### config.mk
export PLATFORM = sky130hd
export DESIGN_NAME = uart_tx_tick
export DESIGN_NICKNAME = d
export VERILOG_FILES = /design/src/rtl/uart_tx_tick.sv
export SDC_FILE = /design/constraint.sdc
export NUM_CORES = 1
export LEC_CHECK = 0
export ABC_AREA = 1
export BUFFER_PORTS_ARGS = -buffer_cell sky130_fd_sc_hd__buf_2
export CORE_MARGIN = 3
export CORE_UTILIZATION = 35
export CTS_BUF_LIST = sky130_fd_sc_hd__clkbuf_8 sky130_fd_sc_hd__clkbuf_16
export DETAILED_ROUTE_END_ITERATION = 6
export GPL_TIMING_DRIVEN = 0
export PLACE_DENSITY = 0.53
export SYNTH_ARGS = -nofsm -noshare
export SYNTH_HDL_FRONTEND = slang
export SYNTH_SLANG_ARGS = --single-unit
### constraint.sdc
create_clock -name clk_i -period 1.4 [get_ports clk_i]
set_clock_uncertainty 0.05 [all_clocks]
set_input_delay 0.42 -clock clk_i [delete_from_list [all_inputs] [get_ports clk_i]]
set_output_delay 0.42 -clock clk_i [all_outputs]
set_load 0.02 [all_outputs]
### src/rtl/uart_tx_tick.sv
`default_nettype none
// ============================================================================
//  Module      : uart_tx_tick
//  Description : Serial UART transmitter paced by a divided clock.
//                div_clk_i is never used as a clock: a rising-edge detector
//                in the clk_i domain turns it into a one-cycle bit tick.
//                Bytes are accepted on a valid/ready handshake and shifted
//                out LSB-first as start / data / [parity] / stop frames.
//
//  Ports       : clk_i      in   system clock, all logic on posedge
//                rst_i      in   asynchronous, active-high reset
//                div_clk_i  in   divided clock (bit-rate source), sync to clk_i
//                data_i     in   payload, sampled on handshake
//                valid_i    in   data_i valid
//                ready_o    out  1 = idle, a frame can be accepted
//                tx_o       out  serial line, idle high
//                busy_o     out  1 = frame pending or in progress
//                done_o     out  one-cycle pulse when the last stop bit ends
//
//  Revision    : 1.0 - initial release
// ============================================================================
module uart_tx_tick #(
    parameter int DATA_BITS  = 8,   // payload bits per frame (5..9)
    parameter int PARITY_EN  = 0,   // 1 = append parity bit after data
    parameter int PARITY_ODD = 0,   // 1 = odd parity, 0 = even parity
    parameter int STOP_BITS  = 1    // 1 or 2 stop bits
) (
    input  logic                 clk_i,
    input  logic                 rst_i,
    input  logic                 div_clk_i,
    input  logic [DATA_BITS-1:0] data_i,
    input  logic                 valid_i,
    output logic                 ready_o,
    output logic                 tx_o,
    output logic                 busy_o,
    output logic                 done_o
);

    // ------------------------------------------------------------------------
    // Constants
    // ------------------------------------------------------------------------
    localparam int CNT_W = $clog2(DATA_BITS + 1);

    // Index of the last data bit; the DATA state leaves when bit_cnt hits it.
    localparam logic [CNT_W-1:0] LAST_BIT  = CNT_W'(DATA_BITS - 1);
    // Terminal value of the one-bit stop counter.
    localparam logic             LAST_STOP = (STOP_BITS == 2) ? 1'b1 : 1'b0;

    localparam logic [2:0] ST_IDLE   = 3'd0;
    localparam logic [2:0] ST_WAIT   = 3'd1;
    localparam logic [2:0] ST_START  = 3'd2;
    localparam logic [2:0] ST_DATA   = 3'd3;
    localparam logic [2:0] ST_PARITY = 3'd4;
    localparam logic [2:0] ST_STOP   = 3'd5;

    // ------------------------------------------------------------------------
    // State
    // ------------------------------------------------------------------------
    logic [2:0]           state;
    logic                 div_clk_q;
    logic                 tick;
    logic [DATA_BITS-1:0] shreg;
    logic                 parity_bit;
    logic                 parity_next;
    logic [CNT_W-1:0]     bit_cnt;
    logic                 stop_cnt;
    logic                 tx_q;
    logic                 done_q;

    // ------------------------------------------------------------------------
    // Bit-rate tick: one clk_i cycle per rising edge of div_clk_i.
    // A spurious tick right after reset release (div_clk_i already high)
    // lands in IDLE, which ignores ticks.
    // ------------------------------------------------------------------------
    always_ff @(posedge clk_i or posedge rst_i) begin
        if (rst_i) begin
            div_clk_q <= 1'b0;
        end else begin
            div_clk_q <= div_clk_i;
        end
    end

    assign tick = div_clk_i & ~div_clk_q;

    // ------------------------------------------------------------------------
    // Parity of the incoming word, latched at acceptance so the payload may
    // change as soon as the handshake completes.
    // ------------------------------------------------------------------------
    generate
        if (PARITY_EN != 0) begin : g_parity
            if (PARITY_ODD != 0) begin : g_odd
                assign parity_next = ~^data_i;
            end else begin : g_even
                assign parity_next = ^data_i;
            end
        end else begin : g_no_parity
            assign parity_next = 1'b0;
        end
    endgenerate

    // ------------------------------------------------------------------------
    // Frame sequencer. Apart from IDLE->WAIT every transition is tick-gated,
    // so each line level lasts exactly one tick interval and a frozen
    // div_clk_i freezes the whole frame in place. The WAIT state aligns the
    // start edge to the first tick after acceptance and provides the one
    // tick gap between back-to-back frames.
    // ------------------------------------------------------------------------
    always_ff @(posedge clk_i or posedge rst_i) begin
        if (rst_i) begin
            state      <= ST_IDLE;
            tx_q       <= 1'b1;
            done_q     <= 1'b0;
            shreg      <= '0;
            parity_bit <= 1'b0;
            bit_cnt    <= '0;
            stop_cnt   <= 1'b0;
        end else begin
            done_q <= 1'b0;
            case (state)
                ST_IDLE: begin
                    // Ticks are deliberately ignored here, including one
                    // coinciding with the accepting edge.
                    if (valid_i) begin
                        shreg      <= data_i;
                        parity_bit <= parity_next;
                        state      <= ST_WAIT;
                    end
                end

                ST_WAIT: begin
                    if (tick) begin
                        tx_q  <= 1'b0;
                        state <= ST_START;
                    end
                end

                ST_START: begin
                    if (tick) begin
                        tx_q    <= shreg[0];
                        bit_cnt <= '0;
                        state   <= ST_DATA;
                    end
                end

                ST_DATA: begin
                    if (tick) begin
                        if (bit_cnt == LAST_BIT) begin
                            if (PARITY_EN != 0) begin
                                tx_q  <= parity_bit;
                                state <= ST_PARITY;
                            end else begin
                                tx_q     <= 1'b1;
                                stop_cnt <= 1'b0;
                                state    <= ST_STOP;
                            end
                        end else begin
                            // shreg[1] is the bit that becomes shreg[0]
                            // after this shift.
                            tx_q    <= shreg[1];
                            shreg   <= {1'b0, shreg[DATA_BITS-1:1]};
                            bit_cnt <= bit_cnt + CNT_W'(1);
                        end
                    end
                end

                ST_PARITY: begin
                    if (tick) begin
                        tx_q     <= 1'b1;
                        stop_cnt <= 1'b0;
                        state    <= ST_STOP;
                    end
                end

                ST_STOP: begin
                    if (tick) begin
                        if (stop_cnt == LAST_STOP) begin
                            done_q <= 1'b1;
                            state  <= ST_IDLE;
                        end else begin
                            stop_cnt <= 1'b1;
                        end
                    end
                end

                default: begin
                    tx_q  <= 1'b1;
                    state <= ST_IDLE;
                end
            endcase
        end
    end

    // ------------------------------------------------------------------------
    // Outputs: handshake flags decode the state register only.
    // ------------------------------------------------------------------------
    assign ready_o = (state == ST_IDLE);
    assign busy_o  = ~ready_o;
    assign tx_o    = tx_q;
    assign done_o  = done_q;

endmodule
`default_nettype wire

==> results.md <==
- H-tree Lvls: 1
- Final Max Tran Viols: 0
- Part of the power in combinational logic: 57.1%
- Die Area: 3630 sq um
- Status: finished with violations
- Clk Tree Root Cell: clkbuf_8
- RSZ-0062 raised after global routing: yes
- Later-pin clock latency in the skew report: 0.26 ns
- CTS tree: done
- First drt pass iteration count: 4
- Crit share post-route: 112%
- CP max-delay cell: dfrtp_2
- Syn_area_per_cell: 7.31 sq um
- YS warnings: 0
- Psw: 1.32 mW
- Leak Pwr: 0.741 nW
- DRC violations left: 0
- Routed length per instance: 11.4 um
- Number of port buffers: 15
- Final setup vio count: 3
- Worst path depth: 4
- Fmax: 640 MHz
- Met1 Wirelength: 1.09 mm
- Max Cap Viol: 0
- Initial antenna violation count: 0
- Largest net degree at the start of global routing: 19
- Switch share: 43.8%
- Worst hold slack: 0.213 ns
- Gr usage total: 14.9%
- Core area: 2780 sq um
- R2r setup slk: 0 ns
- Clock power frac: 14.3%
- PD cells: 2200 nW/um^2
- Mapped Cells: 141
- Nets: 183
- Longest Clk Path Bufs: 2
- Hold Path Class: primary input to asynchronous set/reset pin
- #FFs+latches synth: 18
- FF-to-FF path depth: 9
- Most common cell after layout, fill and taps aside: nand2_1
- Global-route wire length before repair: 4.05 mm
- Critical Path RT: 0.93 ns
- Syn Nets: 154
- CP max stage delay: 0.45 ns
- Worst-path clk slew: 0.08 ns
- Count of final hold-check violations: 0
- DIE HEIGHT: 60.3 um
- Vias in the first global route: 921
- Mapped cell area: 1030 sq um
- Final core occ: 49.3%
- Failing checks: negative setup slack
- Post-route minimum period: 1.56 ns
- Via density: 4.86
- Worst-margin pin slew: 0.700 ns
- Final antenna-violating net count: 0
- Number of diodes: 0
- Iter 0 DRT Violations: 23
- Count of different cell masters after synthesis: 21
- DRT Wirelength: 2.29 mm
- Sequential power share: 28.6%
- Crit Path Class: register to primary output
- Peak VDD IR: 1.38 mV
- Slew Limit Headroom: 53.3%
- Routed vias: 972
- Grt total ovfl: 0
- Max Used Layer: met4
- Seq/Total Area, Yosys: 43.8%
- Row Count: 19
- Fillcell total: 275
- Area grow syn2layout: 32.9%
- Initial Util: 37.1%
- Worst setup EP type: primary output
- Leading cell types in the layout, fill and taps excluded: nand2_1, dfrtp_1, nand3_1
- Bufs and invs on worst path: 2
- Clock Sink Count: 18
- Worst path arrival time: 1.09 ns
- Gpl congestion: 0.710
- Ports: 16
- TritonCTS Buffers: 3
- CP Max Fanout: 4
- Post-DP HPWL: 1.55 mm
- Internal power consumption: 1.69 mW
- Layout cells sized above 1: 30.8%
- Crit path launch type: register
- WL met3: 58 um
- Chip width: 60.3 um
- CP delay by family, top: flip-flops
- Final Worst Setup Slack: -0.162 ns
- Worst slack at placement: -0.0904 ns
- CP Cell Sequence: nor2_4 -> nand2_4 -> inv_2 -> buf_6
- Cts hold-fix bufs: 0
- DR WL met2: 1.13 mm
## state kept, by name (all words and copies together), names as in the netlist
signal,cells
div_clk_q,1
bit_cnt,4
done_o,1
shreg,8
state,3
tx_o,1
## synth_stat cells, drive strengths merged
library cell	instances	area share (%)
a21oi	1	0.48
buf	3	2.1
dfrtp	17	41
dfstp	1	2.5
ha	1	1.2
inv	14	5.1
nand2	65	26
nand3	18	9.7
nand4	5	3.0
nor2	8	3.9
o21ai	6	2.9
or2	1	0.61
xor2	1	0.85
## final cells by class
| cell class | count | area, sq um | area share (%) |
|---|---|---|---|
| flip-flops and latches | 18 | 454 | 33.2 |
| repair buffers | 25 | 165 | 12.1 |
| inverters | 14 | 65.1 | 4.75 |
| plain buffers | 2 | 18.8 | 1.37 |
| multi-input cells | 106 | 573 | 41.8 |
| well taps | 31 | 38.8 | 2.83 |
| clock buffers | 4 | 55.1 | 4.02 |
## final timing paths
kind	start	endpoint
worst max-delay path	state[1]	ready_o
worst min-delay path	rst_i	shreg[0]
worst max register to register	state[1]	shreg[4]
worst min register to register	shreg[3]	shreg[3]
max in group asynchronous	rst_i	state[1]
min in group clk_i	div_clk_i	div_clk_q
## metal layers
| layer | GRT usage, % | vias up |
|---|---|---|
| met5 | 0 | - |
| met4 | 4.75 | 0 |
| met3 | 2.59 | 2 |
| met2 | 24.5 | 12 |
| met1 | 19.5 | 454 |
| li1 | - | 504 |
## timing repair
action | CTS | global route
gates cloned | 0 | 0
setup endpoints to repair | 16 | 17
resized for setup | 10 | 15
setup buffers | 8 | 2
pin swaps | 4 | 6
## power by group through the flow
stage	Sequential, mW	Clock (mW)	Combinational (mW)
3_5_place_dp	0.856	0	1.29
3_3_place_gp	0.852	0	1.28
5_1_grt	0.890	0.462	1.94
2_1_floorplan	0.853	0	1.01
4_1_cts	0.836	0.441	1.55
6_report	0.861	0.430	1.72
## stage by stage
step / cell area [sq um] / cells / power [mW] / setup TNS, ns
2_1_floorplan: 1040 / 141 / 1.87 / 0
3_3_place_gp: 1160 / 187 / 2.14 / -1.05
3_5_place_dp: 1160 / 187 / 2.15 / -0.830
4_1_cts: 1310 / 199 / 2.83 / -0.327
5_1_grt: 1370 / 200 / 3.29 / -1.09
6_report: 1370 / 200 / 3.01 / -0.320
## logic make-up after synthesis
group                    Yosys count  share of synthesized area, %
AND/OR/NAND/NOR                   97                          43.6
flip-flops                        18                          43.8
buffers and inverters             17                          7.16
AO/OA/AOI/OAI                      7                          3.40
XOR/XNOR                           1                         0.850
adder cells (fa/ha/maj)            1                          1.21
(Power assumes the default switching activity.)
